File: config.mk
export PLATFORM = sky130hd
export DESIGN_NAME = alu_share_arb
export DESIGN_NICKNAME = d
export VERILOG_FILES = /design/src/rtl/alu_share_arb.sv
export SDC_FILE = /design/constraint.sdc
export NUM_CORES = 1
export LEC_CHECK = 0
export ABC_AREA = 1
export CAP_MARGIN = 40
export CORE_AREA = 3 3 133 135
export CTS_BUF_LIST = sky130_fd_sc_hd__clkbuf_16
export CTS_CLUSTER_DIAMETER = 80
export DETAILED_ROUTE_END_ITERATION = 10
export DIE_AREA = 0 0 136 138
export GPL_TIMING_DRIVEN = 1
export HOLD_SLACK_MARGIN = 0.02
export PLACE_DENSITY = 0.84
export SLEW_MARGIN = 10
export SYNTH_ARGS = -nofsm -noshare
export SYNTH_HDL_FRONTEND = slang
export SYNTH_SLANG_ARGS = --single-unit
File: constraint.sdc
create_clock -name clk -period 4.7 [get_ports clk]
set_input_delay 0.47 -clock clk [delete_from_list [all_inputs] [get_ports clk]]
set_output_delay 0.47 -clock clk [all_outputs]
set_load 0.02 [all_outputs]
File: src/rtl/alu_share_arb.sv
// Two-port round-robin arbiter in front of a shared combinational alu32.
// Each port has a one-entry response register; C/V flags and the CPSR write are generated here.
module alu_share_arb #(
    parameter int DW = 32,
    parameter int CW = 4
) (
    input  logic          clk,
    input  logic          reset,
    input  logic          req0_valid,
    output logic          req0_ready,
    input  logic [CW-1:0] req0_code,
    input  logic [DW-1:0] req0_rn,
    input  logic [DW-1:0] req0_shift,
    input  logic          req0_s,
    input  logic          req1_valid,
    output logic          req1_ready,
    input  logic [CW-1:0] req1_code,
    input  logic [DW-1:0] req1_rn,
    input  logic [DW-1:0] req1_shift,
    input  logic          req1_s,
    output logic          rsp0_valid,
    input  logic          rsp0_ready,
    output logic [DW-1:0] rsp0_out,
    output logic [3:0]    rsp0_flags,
    output logic          rsp1_valid,
    input  logic          rsp1_ready,
    output logic [DW-1:0] rsp1_out,
    output logic [3:0]    rsp1_flags,
    output logic [CW-1:0] alu_code,
    output logic [DW-1:0] alu_rn,
    output logic [DW-1:0] alu_shift,
    input  logic [DW-1:0] alu_out,
    input  logic [3:0]    alu_flags,
    input  logic [3:0]    cpsr_in,
    output logic          cpsr_we,
    output logic [3:0]    cpsr_wdata
);
    localparam logic [CW-1:0] OP_SUB = CW'(2);
    localparam logic [CW-1:0] OP_RSB = CW'(3);
    localparam logic [CW-1:0] OP_ADD = CW'(4);
    localparam logic [CW-1:0] OP_CMP = CW'(10);
    localparam logic [CW-1:0] OP_CMN = CW'(11);

    logic [1:0]    req_valid, req_s, rsp_ready_w, elig, grant;
    logic [CW-1:0] req_code  [2];
    logic [DW-1:0] req_rn    [2];
    logic [DW-1:0] req_shift [2];

    logic [1:0]    rsp_valid_q, rsp_valid_d;
    logic [DW-1:0] rsp_out_q   [2];
    logic [DW-1:0] rsp_out_d   [2];
    logic [3:0]    rsp_flags_q [2];
    logic [3:0]    rsp_flags_d [2];
    logic          cpsr_we_q, cpsr_we_d;
    logic [3:0]    cpsr_wdata_q, cpsr_wdata_d;
    logic          rr_ptr_q, rr_ptr_d;

    logic [DW-1:0] add_res;
    logic          c_new, v_new;
    logic [3:0]    flags_new;
    logic [1:0]    unused_alu_flags;

    assign req_valid   = {req1_valid, req0_valid};
    assign req_s       = {req1_s, req0_s};
    assign rsp_ready_w = {rsp1_ready, rsp0_ready};
    assign req_code    = '{req0_code, req1_code};
    assign req_rn      = '{req0_rn, req1_rn};
    assign req_shift   = '{req0_shift, req1_shift};
    assign unused_alu_flags = {alu_flags[3], alu_flags[1]};

    // A full slot can still take a new result if it is being drained this very cycle.
    for (genvar gi = 0; gi < 2; gi++) begin : g_elig
        assign elig[gi] = req_valid[gi] & (~rsp_valid_q[gi] | rsp_ready_w[gi]);
    end

    always_comb begin
        grant = 2'b00;
        if (!reset) begin
            if (elig[0] && (!elig[1] || !rr_ptr_q)) grant[0] = 1'b1;
            else if (elig[1])                       grant[1] = 1'b1;
        end
    end

    always_comb begin
        alu_code  = '0;
        alu_rn    = '0;
        alu_shift = '0;
        if (grant[0]) begin
            alu_code = req_code[0]; alu_rn = req_rn[0]; alu_shift = req_shift[0];
        end else if (grant[1]) begin
            alu_code = req_code[1]; alu_rn = req_rn[1]; alu_shift = req_shift[1];
        end
    end

    // Carry of an add shows up as a wrapped sum smaller than either operand.
    assign add_res = alu_rn + alu_shift;

    always_comb begin
        c_new = cpsr_in[1];
        v_new = cpsr_in[3];
        case (alu_code)
            OP_ADD, OP_CMN: begin
                c_new = add_res < alu_rn;
                v_new = (alu_rn[DW-1] == alu_shift[DW-1]) && (alu_out[DW-1] != alu_rn[DW-1]);
            end
            OP_SUB, OP_CMP: begin
                c_new = alu_rn >= alu_shift;
                v_new = (alu_rn[DW-1] != alu_shift[DW-1]) && (alu_out[DW-1] != alu_rn[DW-1]);
            end
            OP_RSB: begin
                c_new = alu_shift >= alu_rn;
                v_new = (alu_shift[DW-1] != alu_rn[DW-1]) && (alu_out[DW-1] != alu_shift[DW-1]);
            end
            default: ;
        endcase
    end

    assign flags_new = {v_new, alu_flags[2], c_new, alu_flags[0]};

    always_comb begin
        rr_ptr_d     = rr_ptr_q;
        cpsr_we_d    = 1'b0;
        cpsr_wdata_d = cpsr_wdata_q;
        for (int i = 0; i < 2; i++) begin
            rsp_valid_d[i] = rsp_valid_q[i] & ~rsp_ready_w[i];
            rsp_out_d[i]   = rsp_out_q[i];
            rsp_flags_d[i] = rsp_flags_q[i];
            if (grant[i]) begin
                rsp_valid_d[i] = 1'b1;
                rsp_out_d[i]   = alu_out;
                rsp_flags_d[i] = flags_new;
                rr_ptr_d       = (i == 0);
                cpsr_we_d      = req_s[i];
                if (req_s[i]) cpsr_wdata_d = flags_new;
            end
        end
    end

    always_ff @(posedge clk) begin
        if (reset) begin
            rsp_valid_q  <= '0;
            cpsr_we_q    <= 1'b0;
            cpsr_wdata_q <= '0;
            rr_ptr_q     <= 1'b0;
            for (int i = 0; i < 2; i++) begin
                rsp_out_q[i]   <= '0;
                rsp_flags_q[i] <= '0;
            end
        end else begin
            rsp_valid_q  <= rsp_valid_d;
            cpsr_we_q    <= cpsr_we_d;
            cpsr_wdata_q <= cpsr_wdata_d;
            rr_ptr_q     <= rr_ptr_d;
            for (int i = 0; i < 2; i++) begin
                rsp_out_q[i]   <= rsp_out_d[i];
                rsp_flags_q[i] <= rsp_flags_d[i];
            end
        end
    end

    assign req0_ready = grant[0];
    assign req1_ready = grant[1];
    assign rsp0_valid = rsp_valid_q[0];
    assign rsp1_valid = rsp_valid_q[1];
    assign rsp0_out   = rsp_out_q[0];
    assign rsp1_out   = rsp_out_q[1];
    assign rsp0_flags = rsp_flags_q[0];
    assign rsp1_flags = rsp_flags_q[1];
    assign cpsr_we    = cpsr_we_q;
    assign cpsr_wdata = cpsr_wdata_q;
endmodule

==> run metrics <==
drt first pass iters=7; worst hold path class=in -> reg; Top Ports=333; Crit path buffers/inverters=8; Yosys reg bits=80; Layout Cell Area excl Fill=about 0.013 mm2; number of flops mapped to enable cells by yosys=0; Reg clk slew, reported paths=approximately 0.060 ns; share of cells above drive strength 1=0.2293; Crit Path Max Fanout=8; Seq/Total Area, Yosys=0.2292; synth top area cells=dfxtp_1, ha_1, inv_1; Setup TNS=0 ns; final cell count without fillers=about 1800; power per cell area=234.4 mW/mm2; Final WS setup=0.1344 ns; Hold WS=about 0.43 ns; most frequent cells after synthesis=inv_1, nand2_1, a21oi_1; placed cells=1743; r2r setup slk=roughly 0.27 ns; Rel. slew slack=0.6561; row cnt=between 40 and 50; Setup Crit Path Kind=in -> reg; Primary FF master, synth=dfxtp_1; Static Leak=6.248 nW; Setup Skew=0.006664 ns; Syn. warnings=0; vias in the first global route=9014; Clock Tree Buf Depth=2; width of the chip=136 um; post-synth top area share=0.2292; f_max=219.0 MHz; CTS tree=done; min cycle time layout=between 4 and 5 ns; Initial Utilization=0.4214; Post-Syn Area=0.006988 mm2; CP most frequent cell=nand2_1; die area=0.01877 mm2; post-synthesis cell count=roughly 1100; Area growth syn-to-layout=88.95%; Core ar.=0.01658 mm2; die height=about 140 um; drt wl/cell=18.40 um; port bufs=328; CP max stage delay=0.44 ns; Final Max Slew Viols=0; dpl ws=-0.3093 ns; Worst Path Required=4.93 ns; GPL Wtd Cong=about 0.93; most frequent cell after synthesis=inv_1; routed via count=~9500; slowest CP cell=clkdlybuf4s50_1; area leader, netlist=dfxtp_1; gr usage total=0.2864; syn_area_per_cell=6.568 um2; pin count of the biggest net entering global routing=58; Clock Latency Late Sink=0.34 ns; Slew @ Worst Pin=between 0.5 and 0.6 ns; Async SR Flop Fraction=0; crit path capture type=flip-flop; Clock Tree Root=clkbuf_16; Post-Route WL=32.73 mm; WP data arrival=4.80 ns; H-tree depth=3; result of the run=finished clean; Final setup viols=0; syn_nets=1342; fin nets=1831; Unique masters post-synth=38; remaining antenna violation count=0; DRC viols=0; vias per std cell=5.340; final hold vios=0; Worst Setup Start Kind=input pin; first-pass GRT wire length=44.03 mm; Worst path top cell family by delay=simple AND/OR/NAND/NOR gates; Worst VDD drop=0.3923 mV; DP HPWL=22.84 mm; Num Clock Sinks=80; Placement Cell Area=~0.012 mm2; max cap viols=0; Final period util=0.9714; DRT iter0 DRCs=628; Num CTS Buffers=9; grt ovf=0; initial antenna violation count=1
==> final cells by class <==
cell class | count | area [um2]
Tap cell | 220 | 275.3
Sequential cell | 80 | 1602
Multi-Input combinational cell | 722 | 5263
Fill cell | 1043 | 3379
Clock buffer | 9 | 225.2
Timing Repair Buffer | 511 | 4847
Timing Repair inverter | 1 | 6.256
Antenna cell | 2 | 5.005
Inverter | 228 | 865.8
Clock inverter | 6 | 115.1
==> worst paths after layout <==
check / startpoint / to / cells past startpoint
worst max register to register: rsp_valid_q[1] / cpsr_wdata[1] / 31
worst max-delay path: req0_valid / cpsr_wdata[1] / 31
worst min register to register: rsp_flags_q[0][7] / rsp_flags_q[0][7] / 2
worst min-delay path: rsp0_ready / rsp_valid_q[0] / 4
==> state kept, by name (all words and copies together), names as in the netlist <==
name         flops
rsp_out_q       64
rsp_flags_q      8
cpsr_wdata       4
rsp_valid_q      2
cpsr_we          1
rr_ptr_q         1
==> tightest hold or removal path: stages <==
cell	delay [ns]
dlymetal6s2s_1	0.10
inv_2	0.04
nand2_1	0.05
a21oi_1	0.06
==> metal layers <==
metal / global-route usage / vias to the layer above / wire (um)
met5: 0 / - / 0
met4: 0.1056 / 0 / 1787
met3: 0.08285 / 145 / 3002
met2: 0.5286 / 539 / 16380
met1: 0.3047 / 4393 / 11560
li1: - / 4422 / -
==> cells in the final DEF, fill, tap and decap left out, types with 5 or more instances in the layout <==
cell,Yosys,final
dfxtp_1,80,80
nand4_1,9,9
a21oi_1,100,80
inv_2,2,13
ha_1,93,70
nor2_1,62,39
nand3_1,35,29
nand2_2,8,14
o22ai_1,32,7
clkdlybuf4s50_1,0,325
a21o_1,5,5
inv_1,224,210
o21ai_1,5,13
xor2_1,26,26
nor2_2,1,21
o22ai_2,0,17
buf_6,1,6
a21oi_2,0,17
a22o_4,0,5
nand3_2,1,5
o21ai_0,98,82
buf_4,0,165
buf_12,0,8
nor2_4,2,5
o22ai_4,0,8
nand2_1,186,179
o21ai_2,0,8
a22o_1,31,26
nor3_1,7,5
ha_4,0,22
clkbuf_16,0,12
==> cell families (layout without fill, tap and decap cells) <==
kind of cell / count (synthesis) / after routing / synth area share
and+or+nand+nor: 316 / 316 / 0.1898
AOI/OAI and AO/OA: 283 / 283 / 0.2321
buffers and inverters: 262 / 755 / 0.1432
adders and majority gates: 94 / 94 / 0.1694
DFF: 80 / 80 / 0.2292
xor gates and xnor gates: 29 / 29 / 0.03635
other: 0 / 2 / 0
==> per-stage QoR <==
stage          power [W]    util
3_3_place_gp    0.002058  0.7042
6_report        0.003095  0.7962
5_1_grt         0.003248  0.7961
3_5_place_dp    0.002090  0.7042
2_1_floorplan   0.001421       -
4_1_cts         0.002898  0.7254
==> timing repair <==
| item | 4_1_cts | 5_1_grt |
|---|---|---|
| gates cloned | 0 | 4 |
| buffers inserted | 0 | 15 |
| pin swaps | 0 | 38 |
| setup endpoints to repair | 3 | 3 |
| hold endpoints to repair | 0 | 0 |
| resized for setup | 3 | 207 |
| hold buffers | 0 | 0 |
==> power by group <==
group / switching, W / internal (W) / leakage (nW)
Sequential: 0.0000301 / 0.000732 / 0.660
Combinational: 0.000792 / 0.000738 / 5.43
Clock: 0.000284 / 0.000520 / 0.163
Total: 0.00111 / 0.00199 / 6.25
Note: power is estimated with default switching activity, not from simulation.
